===== config.mk =====
export PLATFORM = sky130hd
export DESIGN_NAME = seq_cla_adder
export DESIGN_NICKNAME = d
export VERILOG_FILES = /design/src/rtl/seq_cla_adder.sv
export SDC_FILE = /design/constraint.sdc
export NUM_CORES = 1
export LEC_CHECK = 0
export CORE_MARGIN = 3
export CORE_UTILIZATION = 30
export CTS_CLUSTER_SIZE = 20
export DETAILED_ROUTE_END_ITERATION = 6
export PLACE_DENSITY_LB_ADDON = 0.12
export RECOVER_POWER = 25
export SYNTH_ARGS = -nofsm -noshare
export SYNTH_HDL_FRONTEND = slang
export SYNTH_SLANG_ARGS = --single-unit

===== constraint.sdc =====
create_clock -name clk -period 6.7 [get_ports clk]
set_clock_uncertainty 0.2 [all_clocks]
set_input_delay 1.34 -clock clk [delete_from_list [all_inputs] [get_ports clk]]
set_output_delay 1.34 -clock clk [all_outputs]
set_load 0.01 [all_outputs]

===== src/rtl/seq_cla_adder.sv =====
// rtl/seq_cla_adder.sv - multi-cycle carry-look-ahead adder/subtractor, one CLA slice per clock
module seq_cla_adder #(
    parameter int WIDTH = 16,
    parameter int GROUP = 4
) (
    input  logic             clk,
    input  logic             rst,
    input  logic             in_valid,
    output logic             in_ready,
    input  logic [WIDTH-1:0] A,
    input  logic [WIDTH-1:0] B,
    input  logic             Cin,
    input  logic             sub,
    output logic             out_valid,
    input  logic             out_ready,
    output logic [WIDTH-1:0] Sum,
    output logic             Cout,
    output logic             Ovf
);

    localparam int NG = WIDTH / GROUP;
    localparam int IW = (NG > 1) ? $clog2(NG) : 1;
    localparam logic [IW-1:0] LAST_IDX = IW'(NG - 1);
    localparam logic [WIDTH-1:0] SLICE_MASK = WIDTH'({GROUP{1'b1}});

    typedef enum logic [1:0] {
        IDLE = 2'd0,
        RUN  = 2'd1,
        DONE = 2'd2
    } state_t;

    state_t           state_q, state_d;
    logic [WIDTH-1:0] a_q, a_d;
    logic [WIDTH-1:0] b_q, b_d;
    logic [WIDTH-1:0] sum_q, sum_d;
    logic             carry_q, carry_d;
    logic             cout_q, cout_d;
    logic             ovf_q, ovf_d;
    logic [IW-1:0]    idx_q, idx_d;

    int               slice_off;
    logic [GROUP-1:0] sa, sb, g, p, s;
    logic [GROUP:0]   c;
    logic             acc, prod;

    assign slice_off = int'(idx_q) * GROUP;
    assign sa = GROUP'(a_q >> slice_off);
    assign sb = GROUP'(b_q >> slice_off);

    // One CLA slice: every carry is a flat sum of products of g, p and the slice carry-in
    always_comb begin
        g    = sa & sb;
        p    = sa ^ sb;
        c    = '0;
        acc  = 1'b0;
        prod = 1'b0;
        c[0] = carry_q;
        for (int i = 0; i < GROUP; i++) begin
            acc = 1'b0;
            for (int j = 0; j <= i; j++) begin
                prod = g[j];
                for (int k = j + 1; k <= i; k++) begin
                    prod = prod & p[k];
                end
                acc = acc | prod;
            end
            prod = carry_q;
            for (int k = 0; k <= i; k++) begin
                prod = prod & p[k];
            end
            c[i+1] = acc | prod;
        end
        s = p ^ c[GROUP-1:0];
    end

    // Next-state: latch operands in IDLE, resolve one slice per RUN cycle, hold result in DONE
    always_comb begin
        state_d = state_q;
        a_d     = a_q;
        b_d     = b_q;
        sum_d   = sum_q;
        carry_d = carry_q;
        cout_d  = cout_q;
        ovf_d   = ovf_q;
        idx_d   = idx_q;
        case (state_q)
            IDLE: begin
                if (in_valid && in_ready) begin
                    a_d     = A;
                    b_d     = B ^ {WIDTH{sub}};
                    carry_d = sub | Cin;
                    idx_d   = '0;
                    state_d = RUN;
                end
            end
            RUN: begin
                sum_d   = (sum_q & ~(SLICE_MASK << slice_off)) | (WIDTH'(s) << slice_off);
                carry_d = c[GROUP];
                idx_d   = idx_q + 1'b1;
                if (idx_q == LAST_IDX) begin
                    cout_d  = c[GROUP];
                    ovf_d   = c[GROUP] ^ c[GROUP-1];
                    idx_d   = '0;
                    state_d = DONE;
                end
            end
            DONE: begin
                if (out_ready) begin
                    state_d = IDLE;
                end
            end
            default: state_d = IDLE;
        endcase
    end

    // State and datapath registers; reset aborts any operation in flight
    always_ff @(posedge clk) begin
        if (rst) begin
            state_q <= IDLE;
            a_q     <= '0;
            b_q     <= '0;
            sum_q   <= '0;
            carry_q <= 1'b0;
            cout_q  <= 1'b0;
            ovf_q   <= 1'b0;
            idx_q   <= '0;
        end else begin
            state_q <= state_d;
            a_q     <= a_d;
            b_q     <= b_d;
            sum_q   <= sum_d;
            carry_q <= carry_d;
            cout_q  <= cout_d;
            ovf_q   <= ovf_d;
            idx_q   <= idx_d;
        end
    end

    assign in_ready  = (state_q == IDLE) && !rst;
    assign out_valid = (state_q == DONE);
    assign Sum       = sum_q;
    assign Cout      = cout_q;
    assign Ovf       = ovf_q;

endmodule


==> results <==
- Ranked by total cell area, the synthesized netlist is headed by sky130_fd_sc_hd__dfxtp_1 (41%), sky130_fd_sc_hd__nand2_1 (9.7%), sky130_fd_sc_hd__mux4_2 (6.8%).
- The overall via count from detail_route is ~2,200.
- The wire length per cell is ~14 um.
- The number of buffers and inverters on the critical path is 2.
- After synthesis, the share of flip-flops with an asynchronous set or reset is 0%.
- After technology mapping, the gate count stands at around 290.
- The count of endpoints failing hold in the final timing report was 0.
- The row count is 33.
- The type of the worst setup path is input port to primary output.
- After legalization and detailed placement, the total HPWL measured between 4 and 5 mm.
- In this run, post-CTS hold repair placed 0 buffers.
- The run finished with clean final reports.
- The synthesized area divided by synthesized cell count is a little over 9 um^2.
- Once the floorplan was initialized, standard cells occupied between 30% and 40% of the core.
- The maximum number of pins on one net before global-route repair is 40.
- The arrival time at the worst endpoint is 3.00 ns.
- Setup repair after global routing left no endpoint under its margin.
- The class of the worst hold path is register to register.
- The Yosys step of the flow raised 0 warnings.
- The insertion delay of the later-clocked pin in the worst-skew pair is 0.30 ns.
- The count of boundary I/O pins is a little under 60.
- The cell type with the largest total area after synthesis is sky130_fd_sc_hd__dfxtp_1.
- The synthesized design contains 55 register bits.
- Measured along the y axis, the die boundary spans between 100 and 150 um.
- The number of pins exceeding their max-slew limit in the final report is 0.
- The highest cell delay on the worst timing path is 1.06 ns.
- Buffers added to address setup during post-CTS repair amount to 0.
- The number of setup violations in the final report is 0.
- The slew at the pin closest to its max-slew limit is roughly 1.2 ns.
- After detailed routing, the number of remaining DRC violations is 0.
- The worst IR drop on VDD is between 0.00009 and 0.0001 V.
- The synthesized design contains 0 enable-type register cells.
- The sink count of the clock tree is 55.
- The global-route congestion overflow total is 0.
- The routed design has 6.08 mm of wire.
- Routability-driven placement finished with a final weighted congestion of between 0.8 and 0.9.
- The max-slew headroom at the worst pin is 21.7%.
- The initial antenna violation count is 0.
- The post-route cell area is between 0.003 and 0.004 mm^2.
- The leakage power of the design is 1.25 nW.
- The post-synthesis net count is 341.
- The final critical-path required period is about 4.5 ns.
- The worst setup path is captured at a primary output.
- The number of distinct library cell variants in the gate-level netlist after synthesis is 38.
- The growth of design area from synthesis to finish is 27.6%.
- The global-route wire length before repair is 10.2 mm.
- The number of vias per cell after detailed routing is approximately 4.8.
- Across every metal layer, demand over resource in global routing totals roughly an eighth.
- Grouping stages by cell kind, the critical path spends the most delay in buffers and inverters.
- The die span in x is between 100 and 150 um.
- The cell area power density is about 200 mW/mm^2.
- The cell with the most instances after synthesis is sky130_fd_sc_hd__nand2_1.
- The final-layout setup total negative slack is 0 ns.
- The number of buffers added on ports is 57.
- The floorplan step defined a die boundary enclosing 0.0100 mm^2.
- The area of the mapped netlist is between 0.002 and 0.003 mm^2.
- The category of the worst setup path launch point is an input port.
- The fraction of final layout cells sized beyond drive strength 1 is under 10%.
- The final-stage net count is 390.
- Among all flip-flop cells after synthesis, the most frequent one is sky130_fd_sc_hd__dfxtp_1.
- Based on the critical path, the design can be clocked at up to ~0.22 GHz.
- The H-tree depth reported by CTS is 2.
- The share of synthesized area occupied by flip-flops and latches is approximately 41%.
- The first detailed-routing pass ran for 4 iterations.
- The total clock buffers created by CTS is 5.
- The floorplan step defined a core boundary enclosing about 0.0084 mm^2.
- The number of global-route vias before repair is 2,052.
- The placed instances occupy a cell area of between 0.003 and 0.004 mm^2.
- The number of antenna diodes in the final layout is 0.
- The part of the cycle the worst path needs is a little under 70%.
- TritonCTS built the clock tree.
- The largest fanout of any net on the critical path is 18.
- The largest individual stage delay along the critical path comes from the cell sky130_fd_sc_hd__dlygate4sd3_1.
- The count of max-cap constraint violations is 0.
- In this run, post-CTS repair resized a total of 0 instances.
- The clock root buffer master is sky130_fd_sc_hd__clkbuf_8.
- In this run the deepest clock path goes through 2 buffers.
- Data on the critical path is required at its endpoint by approximately 5.2 ns.
- The number of DRC violations after detailed-routing iteration 0 is ~100.
- Walking the worst path, the cells encountered are dlygate4sd3_1 > nor3_1 > clkdlybuf4s50_1.
- The remaining number of nets flagged by the antenna check after routing is 0.
- The top cell type by area accounts for 41.4% of the synthesized area.
- After clock tree synthesis, the clock-pin slew on the worst setup and hold paths is roughly 0.090 ns.
- After synthesis, the most frequently instantiated cells are sky130_fd_sc_hd__nand2_1 (69), sky130_fd_sc_hd__dfxtp_1 (55), sky130_fd_sc_hd__o21ai_0 (35).
## where the power goes
part           switching [mW]  internal, mW  total (mW)  leakage [nW]
registers              0.0120         0.346       0.358         0.450
clock network           0.103        0.0946       0.198        0.0515
logic                  0.0600        0.0606       0.121         0.747
total                   0.175         0.502       0.677          1.25
## tightest hold or removal path: stages (launching register included)
cell                      delay, ns
sky130_fd_sc_hd__dfxtp_1       0.32
sky130_fd_sc_hd__nand2_1       0.05
sky130_fd_sc_hd__o21ai_0       0.05
## path summary, 6_finish.rpt
check,startpoint,to,cells after the start,slack [ns]
min reg2reg,b_q[9],b_q[9],2,0.26
max reg2reg,idx_q[1],Sum[11],6,3.65
max,rst,in_ready,3,2.16
min,b_q[9],b_q[9],2,0.26
## per-stage QoR
step	setup slack, ns	hold WS (ns)	utilization (%)	power [mW]	cells
global placement	2.13	0.243	39.1	0.488	440
detailed placement	2.12	0.248	39.1	0.489	440
CTS	2.12	0.261	40.3	0.687	448
finish	2.16	0.257	40.3	0.677	448
floorplan	3.40	0.233	-	0.439	293
global route	2.04	0.275	40.3	0.714	448
## layer usage
metal	vias up	share of wire (%)	track usage (%)
met5	-	0	0
met4	0	0.72	2.69
met3	4	5.2	2.92
met2	50	45	19.3
met1	981	49	18.3
li1	1123	-	-
## registers in the layout, indices dropped and copies added (netlist names)
| name | cells |
|---|---|
| Cout | 1 |
| Ovf | 1 |
| Sum | 16 |
| a_q | 16 |
| b_q | 16 |
| carry_q | 1 |
| idx_q | 2 |
| state_q | 2 |
## layout by cell type (no fill, tap or decap), types with 5 or more instances in the layout
master,count
sky130_fd_sc_hd__nand3b_1,7
sky130_fd_sc_hd__ha_1,9
sky130_fd_sc_hd__a22oi_1,8
sky130_fd_sc_hd__dlygate4sd3_1,10
sky130_fd_sc_hd__o211ai_1,5
sky130_fd_sc_hd__o21ai_0,35
sky130_fd_sc_hd__a21oi_1,5
sky130_fd_sc_hd__nor3_1,5
sky130_fd_sc_hd__xor2_1,17
sky130_fd_sc_hd__clkbuf_8,7
sky130_fd_sc_hd__nor2_1,13
sky130_fd_sc_hd__nand2_1,69
sky130_fd_sc_hd__dfxtp_1,55
sky130_fd_sc_hd__clkdlybuf4s50_1,47
sky130_fd_sc_hd__mux4_2,8
## cell type report
type | instances | area [um^2]
Tap cell | 105 | 131
Fill cell | 899 | 5030
Timing Repair Buffer | 61 | 601
Sequential cell | 55 | 1100
Clock buffer | 8 | 100
Inverter | 4 | 15.0
Multi-Input combinational cell | 215 | 1440
## cells by family (layout without fill, tap and decap cells)
kind of cell    Yosys count  in the layout  share of synthesized area (%)
flops                    55             55                           41.4
mux                       9              9                           7.16
xor+xnor                 17             17                           5.60
fa+ha+maj                10             10                           4.99
simple gates            116            116                           21.2
buf+inv                  23             73                           4.24
compound gates           63             63                           15.3
No activity file was read; power rests on OpenSTA's default activity.
